--- src/rtl/sym_pkg.sv ---
// Shared definitions for the symmetric pair generator and the downstream
// axis-transform stage.
//   sym_state_e : control state (FILL = collecting a frame, EMIT = streaming pairs)
//   sym_width   : sample width helper, returns integer bits + fractional bits
package sym_pkg;

  typedef enum logic {
    FILL = 1'b0,
    EMIT = 1'b1
  } sym_state_e;

  function automatic int sym_width(input int m, input int n);
    return m + n;
  endfunction

endpackage

--- src/rtl/sym_pair_bank.sv ---
// One LEN x W sample bank with a single write port and two combinational read
// ports returning the mirrored pair (x[i], x[LEN-1-i]).
//   clk    : clock
//   we     : write enable
//   waddr  : write index 0..LEN-1
//   wdata  : sample to store
//   ridx   : pair index 0..LEN/2-1
//   f_data : x[ridx]
//   s_data : x[LEN-1-ridx]
// Storage is deliberately not reset; contents are only read after a full frame
// has been written.
module sym_pair_bank #(
  parameter int W   = 12,
  parameter int LEN = 8,
  localparam int AW = $clog2(LEN),
  localparam int IW = $clog2(LEN / 2)
) (
  input  logic                 clk,
  input  logic                 we,
  input  logic [AW-1:0]        waddr,
  input  logic signed [W-1:0]  wdata,
  input  logic [IW-1:0]        ridx,
  output logic signed [W-1:0]  f_data,
  output logic signed [W-1:0]  s_data
);

  logic signed [W-1:0] mem [LEN];
  logic [AW-1:0]       f_addr;
  logic [AW-1:0]       s_addr;

  always_ff @(posedge clk) begin
    if (we) begin
      mem[waddr] <= wdata;
    end
  end

  // LEN is a power of two, so LEN-1-i is the bitwise complement of i.
  assign f_addr = {1'b0, ridx};
  assign s_addr = ~f_addr;

  assign f_data = mem[f_addr];
  assign s_data = mem[s_addr];

endmodule

--- src/rtl/sym_pair_gen.sv ---
// Symmetric pair generator: buffers a frame of LEN signed fixed-point samples
// and emits the pairs (x[i], x[LEN-1-i]) for i = 0..LEN/2-1 with valid/ready
// handshakes on both sides. Samples pass bit-exact.
//   clk, rst            : clock, synchronous active-high reset
//   in_valid/in_ready   : input handshake
//   in_data             : signed sample, frame order x[0]..x[LEN-1]
//   out_valid/out_ready : output handshake
//   f_out, s_out        : pair elements x[i], x[LEN-1-i]
//   out_idx             : pair index i
//   out_last            : high with the final pair of a frame
// Build option SYM_PAIR_PINGPONG_EN: two banks so a new frame can be collected
// while the previous one is emitted. Default build uses a single bank.
module sym_pair_gen
  import sym_pkg::*;
#(
  parameter int M   = 4,
  parameter int N   = 8,
  parameter int LEN = 8
) (
  input  logic                                clk,
  input  logic                                rst,
  input  logic                                in_valid,
  output logic                                in_ready,
  input  logic signed [sym_width(M, N)-1:0]   in_data,
  output logic                                out_valid,
  input  logic                                out_ready,
  output logic signed [sym_width(M, N)-1:0]   f_out,
  output logic signed [sym_width(M, N)-1:0]   s_out,
  output logic [$clog2(LEN / 2)-1:0]          out_idx,
  output logic                                out_last
);

  localparam int W  = sym_width(M, N);
  localparam int AW = $clog2(LEN);
  localparam int IW = $clog2(LEN / 2);
  localparam logic [AW-1:0] LAST_W = AW'(LEN - 1);
  localparam logic [IW-1:0] LAST_I = IW'(LEN / 2 - 1);

  logic [AW-1:0] widx_reg;
  logic [IW-1:0] ridx_reg;
  logic          in_fire;
  logic          out_fire;

  assign in_fire  = in_valid && in_ready;
  assign out_fire = out_valid && out_ready;
  assign out_idx  = ridx_reg;
  assign out_last = out_valid && (ridx_reg == LAST_I);

`ifdef SYM_PAIR_PINGPONG_EN

  // full_reg[b] marks bank b as holding a complete frame awaiting emission.
  // Fill and emit selectors both toggle per frame, so frames leave in arrival
  // order. A bank is never set and cleared in the same cycle: setting needs
  // the fill bank empty, clearing needs the emit bank full.
  logic [1:0]          full_reg;
  logic                fill_sel_reg;
  logic                emit_sel_reg;
  sym_state_e          emit_state;
  logic signed [W-1:0] f_bank [2];
  logic signed [W-1:0] s_bank [2];

  assign emit_state = full_reg[emit_sel_reg] ? EMIT : FILL;
  assign in_ready   = !full_reg[fill_sel_reg];
  assign out_valid  = (emit_state == EMIT);
  assign f_out      = f_bank[emit_sel_reg];
  assign s_out      = s_bank[emit_sel_reg];

  always_ff @(posedge clk) begin
    if (rst) begin
      full_reg     <= '0;
      fill_sel_reg <= 1'b0;
      emit_sel_reg <= 1'b0;
      widx_reg     <= '0;
      ridx_reg     <= '0;
    end else begin
      if (in_fire) begin
        widx_reg <= widx_reg + 1'b1;
        if (widx_reg == LAST_W) begin
          full_reg[fill_sel_reg] <= 1'b1;
          fill_sel_reg           <= ~fill_sel_reg;
        end
      end
      if (out_fire) begin
        ridx_reg <= ridx_reg + 1'b1;
        if (ridx_reg == LAST_I) begin
          full_reg[emit_sel_reg] <= 1'b0;
          emit_sel_reg           <= ~emit_sel_reg;
        end
      end
    end
  end

  for (genvar gi = 0; gi < 2; gi++) begin : g_bank
    sym_pair_bank #(
      .W   (W),
      .LEN (LEN)
    ) u_bank (
      .clk    (clk),
      .we     (in_fire && (fill_sel_reg == 1'(gi))),
      .waddr  (widx_reg),
      .wdata  (in_data),
      .ridx   (ridx_reg),
      .f_data (f_bank[gi]),
      .s_data (s_bank[gi])
    );
  end

`else

  sym_state_e state_reg;
  sym_state_e state_next;

  always_ff @(posedge clk) begin
    if (rst) begin
      state_reg <= FILL;
      widx_reg  <= '0;
      ridx_reg  <= '0;
    end else begin
      state_reg <= state_next;
      // Both indices wrap naturally because LEN is a power of two.
      if (in_fire) begin
        widx_reg <= widx_reg + 1'b1;
      end
      if (out_fire) begin
        ridx_reg <= ridx_reg + 1'b1;
      end
    end
  end

  always_comb begin
    state_next = state_reg;
    in_ready   = 1'b0;
    out_valid  = 1'b0;
    case (state_reg)
      FILL: begin
        in_ready = 1'b1;
        if (in_fire && (widx_reg == LAST_W)) begin
          state_next = EMIT;
        end
      end
      EMIT: begin
        out_valid = 1'b1;
        if (out_fire && (ridx_reg == LAST_I)) begin
          state_next = FILL;
        end
      end
      default: state_next = FILL;
    endcase
  end

  sym_pair_bank #(
    .W   (W),
    .LEN (LEN)
  ) u_bank (
    .clk    (clk),
    .we     (in_fire),
    .waddr  (widx_reg),
    .wdata  (in_data),
    .ridx   (ridx_reg),
    .f_data (f_out),
    .s_data (s_out)
  );

`endif

endmodule

--- config.mk ---
export PLATFORM = sky130hd
export DESIGN_NAME = sym_pair_gen
export DESIGN_NICKNAME = d
export VERILOG_FILES = /design/src/rtl/sym_pkg.sv /design/src/rtl/sym_pair_bank.sv /design/src/rtl/sym_pair_gen.sv
export SDC_FILE = /design/constraint.sdc
export NUM_CORES = 1
export LEC_CHECK = 0
export CAP_MARGIN = 10
export CORE_MARGIN = 2
export CORE_UTILIZATION = 45
export CTS_CLUSTER_DIAMETER = 100
export CTS_CLUSTER_SIZE = 24
export DETAILED_ROUTE_END_ITERATION = 7
export GPL_ROUTABILITY_DRIVEN = 1
export GPL_TIMING_DRIVEN = 0
export PLACE_DENSITY_LB_ADDON = 0.1
export SYNTH_ARGS = -nofsm -noshare
export SYNTH_HDL_FRONTEND = slang
export SYNTH_SLANG_ARGS = --single-unit
--- constraint.sdc ---
create_clock -name clk -period 2.8 [get_ports clk]
set_input_delay 0.84 -clock clk [delete_from_list [all_inputs] [get_ports clk]]
set_output_delay 0.84 -clock clk [all_outputs]
set_load 0.005 [all_outputs]
==> results.txt <==
Area of the die: 0.009271 mm^2
Synthesized area: 0.003832 mm^2
Synth top area share: 0.7522
Logic pwr share: 0.046
Seq pwr share: 0.611
Synth Flop Type: edfxtp_1
Antenna cells: 0
Crit path max-delay family: buffers and inverters
TritonRoute pass-1 iters: 4
CP max-delay cell: dfxtp_1
Biggest area consumer among synthesized cells: edfxtp_1
Cells on worst reg2reg path: 5
Max_slew headroom: 0.5809
Worst min path class: reg2reg
Final setup fails: 0
Largest net degree at the start of global routing: 17
Die Y: 96.29 um
P per Cell Area: 599.3 mW/mm^2
Fin Setup TNS: 0 ps
CP max stage delay: 460 ps
Vias per cell: 5.249
Largest register FFs: 96
Endpoints failing hold: 0
Initial core utilization: 0.4664
Top post-synthesis cells by area: edfxtp_1 (75%), mux4_2 (12%), dfxtp_1 (4.2%)
Clk pwr share: 0.343
#FFs+latches synth: 104
Synthesized net count: 186
Crit path buffers/inverters: 2
Clock Skew: 10.74 ps
Crit path kind: reg2out
Post-synthesis sequential area ratio: 0.7940
Status: completed
Global-route wire length before repair: 10.05 mm
CORE AREA: 0.008217 mm^2
Share of cells above drive strength 1: 0.2246
CP Cell Sequence: buf_4, mux4_2, clkdlybuf4s50_1
Syn_area_per_cell: 22.95 um^2
Post-DP HPWL: 4.365 mm
Synth top cells by count: edfxtp_1 (96), mux4_2 (21), nor2_1 (11), dfxtp_1 (8), nand2_1 (4)
Slew Viols, Final: 0
Period utilization: 0.9713
Num CTS Buffers: 9
Pint: 2305 uW
Max FO, Critical Path: 10
Clk slew on worst S/H paths: 80 ps
Net Sw Frac: 0.1921
Die X: 96.29 um
Latest clock arrival within the worst-skew pair: 360 ps
Synth warnings: 0
Lkg Pwr: 0.001526 uW
CTS Buffer Depth: 2
Crit path DAT: 1880 ps
H-tree depth: 3
Async S/R FF share, synth: 0
Unrepaired setup endpoints after global routing: no
Util after Layout: 0.5794
Count leader, synth: edfxtp_1
Unique masters post-synth: 20
Vias in the first global route: 1898
Total congestion overflow: 0
GPL Wtd Cong: 0.7401
Post-Syn Instances: 167
VDD IR max: 0.0003618 V
# DRC: 0
Fmax: 0.3677 GHz
# hold bufs at CTS: 0
R2R Path Start: state_reg
Worst EP required: 1960 ps
Clk sinks: 104
Worst Hold Path EP: widx_reg[1]
Total Wirelength: 6.739 mm
Post-synth EDFFs: 96
Final nets: 250
Global Route Usage Sum: 0.1573
Final Hold Slack: 573.2 ps
Synth-to-layout area growth: 24.22%
Port buffer count: 44
Worst Setup End Kind: primary output
Routed Antenna Nets: 0
Worst R2R Setup Slack: 940 ps
Post-DR wirelength/cell: 19.76 um
# rows: 33
Via Count: 1790
Root buf cell: clkbuf_8
Max cap viols: 0
Psw: 548.0 uW
Hold path depth: 2
Antenna violations before repair: 0
Crit Reg-Reg Endpoint: u_bank.mem[6][3]
Initial DRC count: 100
CP startpoint kind: flip-flop
Final min period: 2720 ps
Worst Tran Pin Value: 626.3 ps
Min-delay src: widx_reg[1]
I/O Pins: 45
CTS tree: yes
placed cells by master, fill, tap and decap left out:
cell	Yosys	final
mux4_1	3	3
buf_2	3	1
nand2_1	4	4
xnor2_1	1	1
xor2_1	1	1
buf_6	2	7
clkbuf_1	0	2
nand2b_1	3	3
clkinv_2	0	2
buf_12	0	3
a311oi_1	1	1
clkdlybuf4s50_1	0	44
nand3_1	1	1
buf_4	0	2
nor2b_1	1	1
ha_1	3	3
nor3_2	0	2
nor2_1	11	11
clkbuf_4	0	1
edfxtp_1	96	96
mux4_2	21	21
dfxtp_4	0	2
clkbuf_8	0	9
inv_6	0	1
and2_1	1	1
mux2i_1	2	2
a21oi_1	2	2
bufinv_16	0	2
dfxtp_1	8	6
inv_1	1	1
worst max-delay path by stage:
stage	start	to	slack [ps]	cells past startpoint
after global placement	in_valid	u_bank.mem[0][5]	-890	5
after detailed placement	in_valid	u_bank.mem[7][3]	-370	5
after floorplan	in_valid	u_bank.mem[0][0]	330	4
after global routing	out_idx[1]	s_out[3]	9	3
final	out_idx[1]	s_out[7]	80	3
after CTS	in_valid	u_bank.mem[7][0]	3	5
power groups by stage:
stage,Combinational [uW],Sequential [uW],Clock [uW]
floorplan,44.4,1780,0
global placement,117,1780,0
detailed placement,130,1780,0
CTS,130,1740,999
global route,144,1750,1050
finish,131,1740,979
kinds of logic after synthesis:
kind of cell    count (synthesis)  share of synthesized area
simple gates                   23                    0.02677
compound gates                  3                   0.004898
mux                            26                     0.1492
xor+xnor                        2                   0.004572
flops                         104                     0.7940
buf+inv                         6                    0.01077
fa+ha+maj                       3                   0.009795
worst min-delay path, cell delays in order (launching register included):
cell     delay, ps
dfxtp_1        350
mux2i_1        140
nor2_1          50
layout make-up:
| type | instances | area [um^2] |
|---|---|---|
| Clock inverter | 5 | 78.83 |
| Clock buffer | 11 | 131.4 |
| Multi-Input combinational cell | 57 | 758.2 |
| Fill cell | 599 | 3456 |
| Tap cell | 105 | 131.4 |
| Inverter | 1 | 3.754 |
| Sequential cell | 104 | 3050 |
| Buffer | 5 | 60.06 |
| Timing Repair Buffer | 53 | 546.8 |
layer usage:
| layer | part of all wire | track usage | vias to the layer above | wire (um) |
|---|---|---|---|---|
| met2 | 0.54 | 0.2726 | 39 | 3636 |
| met3 | 0.034 | 0.02584 | 9 | 229 |
| li1 | - | - | 815 | - |
| met1 | 0.41 | 0.1879 | 927 | 2751 |
| met4 | 0.018 | 0.08452 | 0 | 122 |
| met5 | 0 | 0 | - | 0 |
through the flow:
stage               setup WS [ps]  total power, uW  cell area [um^2]  cells
floorplan                   325.4             1822              3832    167
global placement           -894.9             1896              4404    316
detailed placement         -372.8             1911              4437    318
CTS                         3.373             2873              4667    334
global route                8.894             2945              4761    341
finish                      80.25             2853              4761    341
timing repair:
action / in CTS / in global routing
resized for setup: 7 / 3
setup endpoints to repair: 19 / 10
buffers inserted: 0 / 1
pin swaps: 0 / 0
Note: power is estimated with default switching activity, not from simulation.
==> variant 1: new RTL, config.mk and constraints unchanged <==
Set the parameter `M` to 6 (it was 4).
--- a/src/rtl/sym_pair_gen.sv
+++ b/src/rtl/sym_pair_gen.sv
@@ -13,7 +13,7 @@
 module sym_pair_gen
   import sym_pkg::*;
 #(
-  parameter int M   = 4,
+  parameter int M   = 6,
   parameter int N   = 8,
   parameter int LEN = 8
 ) (
Interface: changed (resized f_out, in_data and s_out); port bits go from 45 to 51. No check against the original RTL was run, so the function may have changed too.
==> variant 1 against the unedited design <==
- count of clock-buffer cells in the layout up 6
- setup slack lost 0.059 ns
- critical endpoint is now s_out[3]
- final area rose by 25%
- synthesized area increased by 17%
- sequential cell count rose by 16
- clock skew is 0.0023 ns lower
- power increased by 54%
- wire length increased by 27%
==> variant 1: results (changes against the unedited design) <==
Worst setup path
  – Critical path origin: out_idx[0] (was out_idx[1])
  – WP data arrival: 1.94 ns (was 1.88 ns)
  – R2r setup slk: 0.70 ns (was 0.94 ns)
  – R2r endpoint: u_bank.mem[1][6] (was u_bank.mem[6][3])
  – Setup crit end: s_out[3] (was s_out[7])

Synthesis
  – Adder-cell area share of the yosys netlist: 0.8406% (was 0.9794%)
  – EDFF count, synth: 112 (was 96)
  – Synth cell count leaders: edfxtp_1 (112), mux4_2 (20), nor2_1 (11), dfxtp_1 (8), mux4_1 (8) (was edfxtp_1 (96), mux4_2 (21), nor2_1 (11), dfxtp_1 (8), nand2_1 (4))
  – Mux cell area share after synthesis: 15.24% (was 14.92%)
  – Synth Area in Compound Gates: 0.4203% (was 0.4897%)
  – Synth cell types: 24 (was 20)
  – Largest cells by area after synthesis: edfxtp_1 (75%), mux4_2 (10%), mux4_1 (4.7%) (was edfxtp_1 (75%), mux4_2 (12%), dfxtp_1 (4.2%))
  – Syn nets: 210 (was 186)
  – Post-Synth XOR/XNOR Area: 0.3923% (was 0.4571%)

Power and ir drop
  – Worst IR drop on VDD: 403.9 uV (was 361.8 uV)
  – Switching pwr: 862.7 uW (was 548.0 uW)

Clocking
  – Max H-tree Level: 4 (was 3)
  – Clock latency on the worst-skew pair: 0.50 ns (was 0.36 ns)
  – Clk pin slew, worst setup/hold paths: 0.06 ns (was 0.08 ns)
  – CTS buffer count: 17 (was 9)

Detailed routing
  – Wl on met1: 3612 um (was 2751 um)
  – Met3 WL: 398 um (was 229 um)
  – Wire length on met2: 4463 um (was 3636 um)
  – Routed wire length: 8549 um (was 6739 um)
  – Total number of vias: 2146 (was 1790)

STA
  – Worst Skew: 0.008448 ns (was 0.01074 ns)
  – Rel. slew slack: 37.19% (was 58.09%)

Place
  – Final HPWL DP: 5087 um (was 4365 um)
  – GPL Wtd Cong: 0.6618 (was 0.7401)
  – IO buf count: 50 (was 44)

Finish
  – Final Core Density: 61.29% (was 57.94%)
  – Share of cells above drive strength 1: 35.62% (was 22.46%)
  – Fillcell total: 699 (was 599)
  – Final net count: 300 (was 250)

GRT
  – First-pass GRT wire length: 13070 um (was 10050 um)
  – Vias in the first global route: 2249 (was 1898)
  – Total track usage: 16.83% (was 15.73%)

Outcome
  – Outcome: finished, final reports clean (unchanged)
-- variant 1: through the flow --
step	TNS, ns	setup WS (ns)	cells
floorplan	0	0.07271	189
global placement	-85.63	-1.264	372
detailed placement	-14.67	-0.2984	378
CTS	-0.04516	-0.04516	420
global route	-0.07758	-0.04065	425
finish	0	0.02111	425
-- variant 1: metal layers --
metal	track usage, %	up-vias
met2	28.48	59
li1	-	976
met4	5.792	0
met3	4.783	7
met5	0	-
met1	20.99	1104
-- variant 1: worst max-delay path, cell delays in order, from the launching register on --
cell and delay (ns):
dfxtp_2 0.35, buf_8 0.11, buf_4 0.13, mux4_1 0.56, dlygate4sd2_1 0.28
-- variant 1: what timing repair did --
action,4_1_cts,5_1_grt
cloned,1,1
endpoints found under the setup margin,28,16
gates resized for setup,54,12
buffers inserted,9,4
-- variant 1: power groups by stage --
| stage | sequential, uW | clock [uW] | combinational [uW] |
|---|---|---|---|
| final | 2020 | 2230 | 138 |
| after floorplan | 2050 | 0 | 49.9 |
| after CTS | 2020 | 2260 | 144 |
| after global routing | 2020 | 2340 | 152 |
| after detailed placement | 2060 | 0 | 152 |
| after global placement | 2060 | 0 | 138 |
-- variant 1: logic make-up (layout without fill, tap and decap cells) --
logic type,Yosys count,count (layout)
xor+xnor,2,2
compound gates,3,3
simple gates,23,23
mux,30,30
flops,120,120
buf+inv,8,111
fa+ha+maj,3,3
-- variant 1: worst min path at each step --
stage,slack (ns),cells after the start,to,start
floorplan,0.52,2,widx_reg[1],widx_reg[1]
global placement,0.55,2,widx_reg[1],widx_reg[1]
detailed placement,0.55,2,widx_reg[1],widx_reg[1]
CTS,0.56,2,widx_reg[1],widx_reg[1]
global route,0.57,2,widx_reg[1],widx_reg[1]
finish,0.56,2,widx_reg[1],widx_reg[1]
-- variant 1: cell type report --
class | count | area share (%)
multi-input cells | 61 | 14.67
clock buffers | 17 | 6.977
clock inverters | 15 | 3.394
repair buffers | 71 | 11.26
plain buffers | 7 | 1.433
inverters | 1 | 0.06324
flip-flops and latches | 120 | 59.40
well taps | 133 | 2.804
==> variant 2: new RTL, same flow settings <==
Without the edit above. Build with the macro `SYM_PAIR_PINGPONG_EN` defined.
--- a/src/rtl/sym_pair_gen.sv
+++ b/src/rtl/sym_pair_gen.sv
@@ -10,6 +10,8 @@
 //   out_last            : high with the final pair of a frame
 // Build option SYM_PAIR_PINGPONG_EN: two banks so a new frame can be collected
 // while the previous one is emitted. Default build uses a single bank.
+`define SYM_PAIR_PINGPONG_EN
+
 module sym_pair_gen
   import sym_pkg::*;
 #(
Formal check against the unedited RTL: not equivalent (a bounded check fails within 10 cycles, from zero or initial values and one cycle with rst high).
==> variant 2 against the unedited design <==
- fmax decreased by 8.8%
- setup slack lost 0.26 ns
- first-iteration DRC count grew to 2.7 times the old value
- power grew 87%
- via count increased by 110%
- global-route usage up 2.8 points
- non-clock buffer count grew 35
- highest routed layer unchanged
- the flow now finishes with violations (negative setup slack)
- synthesized area increased by 110%
- sequential power is 93% higher
- sequential cell count is 99 higher
- register-to-register slack worse by 0.17 ns
- final area grew 100%
- largest cell class unchanged
- hold slack improved by 0.036 ns
- wire length up 150%
==> variant 2: results (changes against the unedited design) <==
Outcome
  – Outcome: complete, but fails checks (was finished, final reports clean)
  – Failing checks: negative setup slack

Synthesis
  – Synth cell count leaders: edfxtp_1 (192), mux4_1 (31), mux2_2 (24), mux4_2 (17), nor2_1 (16) (was edfxtp_1 (96), mux4_2 (21), nor2_1 (11), dfxtp_1 (8), nand2_1 (4))
  – Syn nets: 378 (was 186)
  – Post-Syn Area per Cell: 22.14 um^2 (was 22.95 um^2)
  – Largest cells by area after synthesis: edfxtp_1 (73%), mux4_1 (10%), mux4_2 (4.8%) (was edfxtp_1 (75%), mux4_2 (12%), dfxtp_1 (4.2%))
  – Synth cell types: 25 (was 20)
  – Register area share after synthesis: 75.31% (was 79.40%)

STA
  – Final TNS setup: -2.856 ns (was 0 ns)
  – Final WS setup: -0.1819 ns (was 0.08025 ns)
  – # setup viols final: 24 (was 0)
  – Worst Skew: 0.02439 ns (was 0.01074 ns)

Detailed routing
  – Iter 0 DRT Violations: 273 (was 100)
  – Total number of vias: 3797 (was 1790)
  – Routed wire length: 16630 um (was 6739 um)

Clocking
  – Clk pin slew, worst setup/hold paths: 0.10 ns (was 0.08 ns)
  – Post-CTS Resized: 207 (was 7)
  – Max H-tree Level: 1 (was 3)
  – Root Buffer: clkbuf_16 (was clkbuf_8)
  – CTS buffer count: 12 (was 9)
  – Max Buffers Root-to-Sink: 3 (was 2)
  – Post-CTS setup repair buffer count: 15 (was 0)

GRT
  – Vias in the first global route: 4080 (was 1898)
  – Largest net degree at the start of global routing: 26 (was 17)
  – Grt met1 use: 26.34% (was 18.79%)
  – Met3 Track Usage GR: 2.444% (was 2.584%)
  – Total track usage: 18.53% (was 15.73%)
  – First-pass GRT wire length: 25110 um (was 10050 um)

Place
  – Pre-CTS WS: -0.3719 ns (was -0.3728 ns)
  – Final HPWL DP: 10140 um (was 4365 um)
  – Placed inst area: 8828 um^2 (was 4437 um^2)
  – DP Cell Count: 642 (was 318)
  – GPL Wtd Cong: 0.7792 (was 0.7401)

Finish
  – Max reg flops: 192 (was 96)
  – Share of cells above drive strength 1: 37.97% (was 22.46%)
  – Final net count: 467 (was 250)

Worst setup path
  – Crit path largest cell delay: 0.49 ns (was 0.46 ns)
  – WP data arrival: 2.14 ns (was 1.88 ns)
  – Worst path slowest cell: mux4_2 (was dfxtp_1)
  – CP max FO: 4 (was 10)
  – Top delay family on crit path: multiplexers (was buffers and inverters)

Power and ir drop
  – Worst IR drop on VDD: 345.4 uV (was 361.8 uV)
## variant 2: logic make-up (layout without fill, tap and decap cells)
| kind of cell | Yosys count | count (layout) | share of synthesized area (%) |
|---|---|---|---|
| adder cells (fa/ha/maj) | 3 | 3 | 0.4723 |
| multiplexers | 75 | 75 | 18.84 |
| buffers and inverters | 20 | 114 | 1.574 |
| AND/OR/NAND/NOR | 45 | 45 | 2.897 |
| AO/OA/AOI/OAI | 13 | 13 | 0.8974 |
| flip-flops | 203 | 203 | 75.31 |
## variant 2: cell type report
| cell class | count | area [um^2] |
|---|---|---|
| Clock inverter | 1 | 16.27 |
| Multi-Input combinational cell | 136 | 1858 |
| Sequential cell | 203 | 5993 |
| Tap cell | 225 | 281.5 |
| Fill cell | 1359 | 7700 |
| Clock buffer | 18 | 344.1 |
| Inverter | 2 | 7.507 |
| Buffer | 16 | 192.7 |
| Timing Repair Buffer | 77 | 903.4 |
## variant 2: power by group
group	total, uW	internal [uW]	leakage, uW	switching [uW]
clock network	1810	869	0.000173	938
logic	183	82.5	0.00106	100
registers	3360	3350	0.00183	9.19
total	5350	4300	0.00306	1050
## variant 2: final timing paths
path / depth (start not counted) / slack [ns] / end / startpoint
max reg2reg: 4 / 0.77 / g_bank[1].u_bank.mem[0][11] / fill_sel_reg
min: 2 / 0.61 / emit_sel_reg / full_reg[0]
min reg2reg: 2 / 0.61 / emit_sel_reg / full_reg[0]
max: 7 / -0.18 / f_out[5] / flip-flop
## variant 2: per-layer routing
layer  vias up  routed length, um
met5         -                  0
met4         0                284
met3        23                832
met2        83               8129
met1      2035               7386
li1       1656                  -
## variant 2: worst min-delay path, delay by kind of cell, from the launching register on
family,cells,cell delay [ns]
flops,1,0.40
simple gates,1,0.13
compound gates,1,0.06
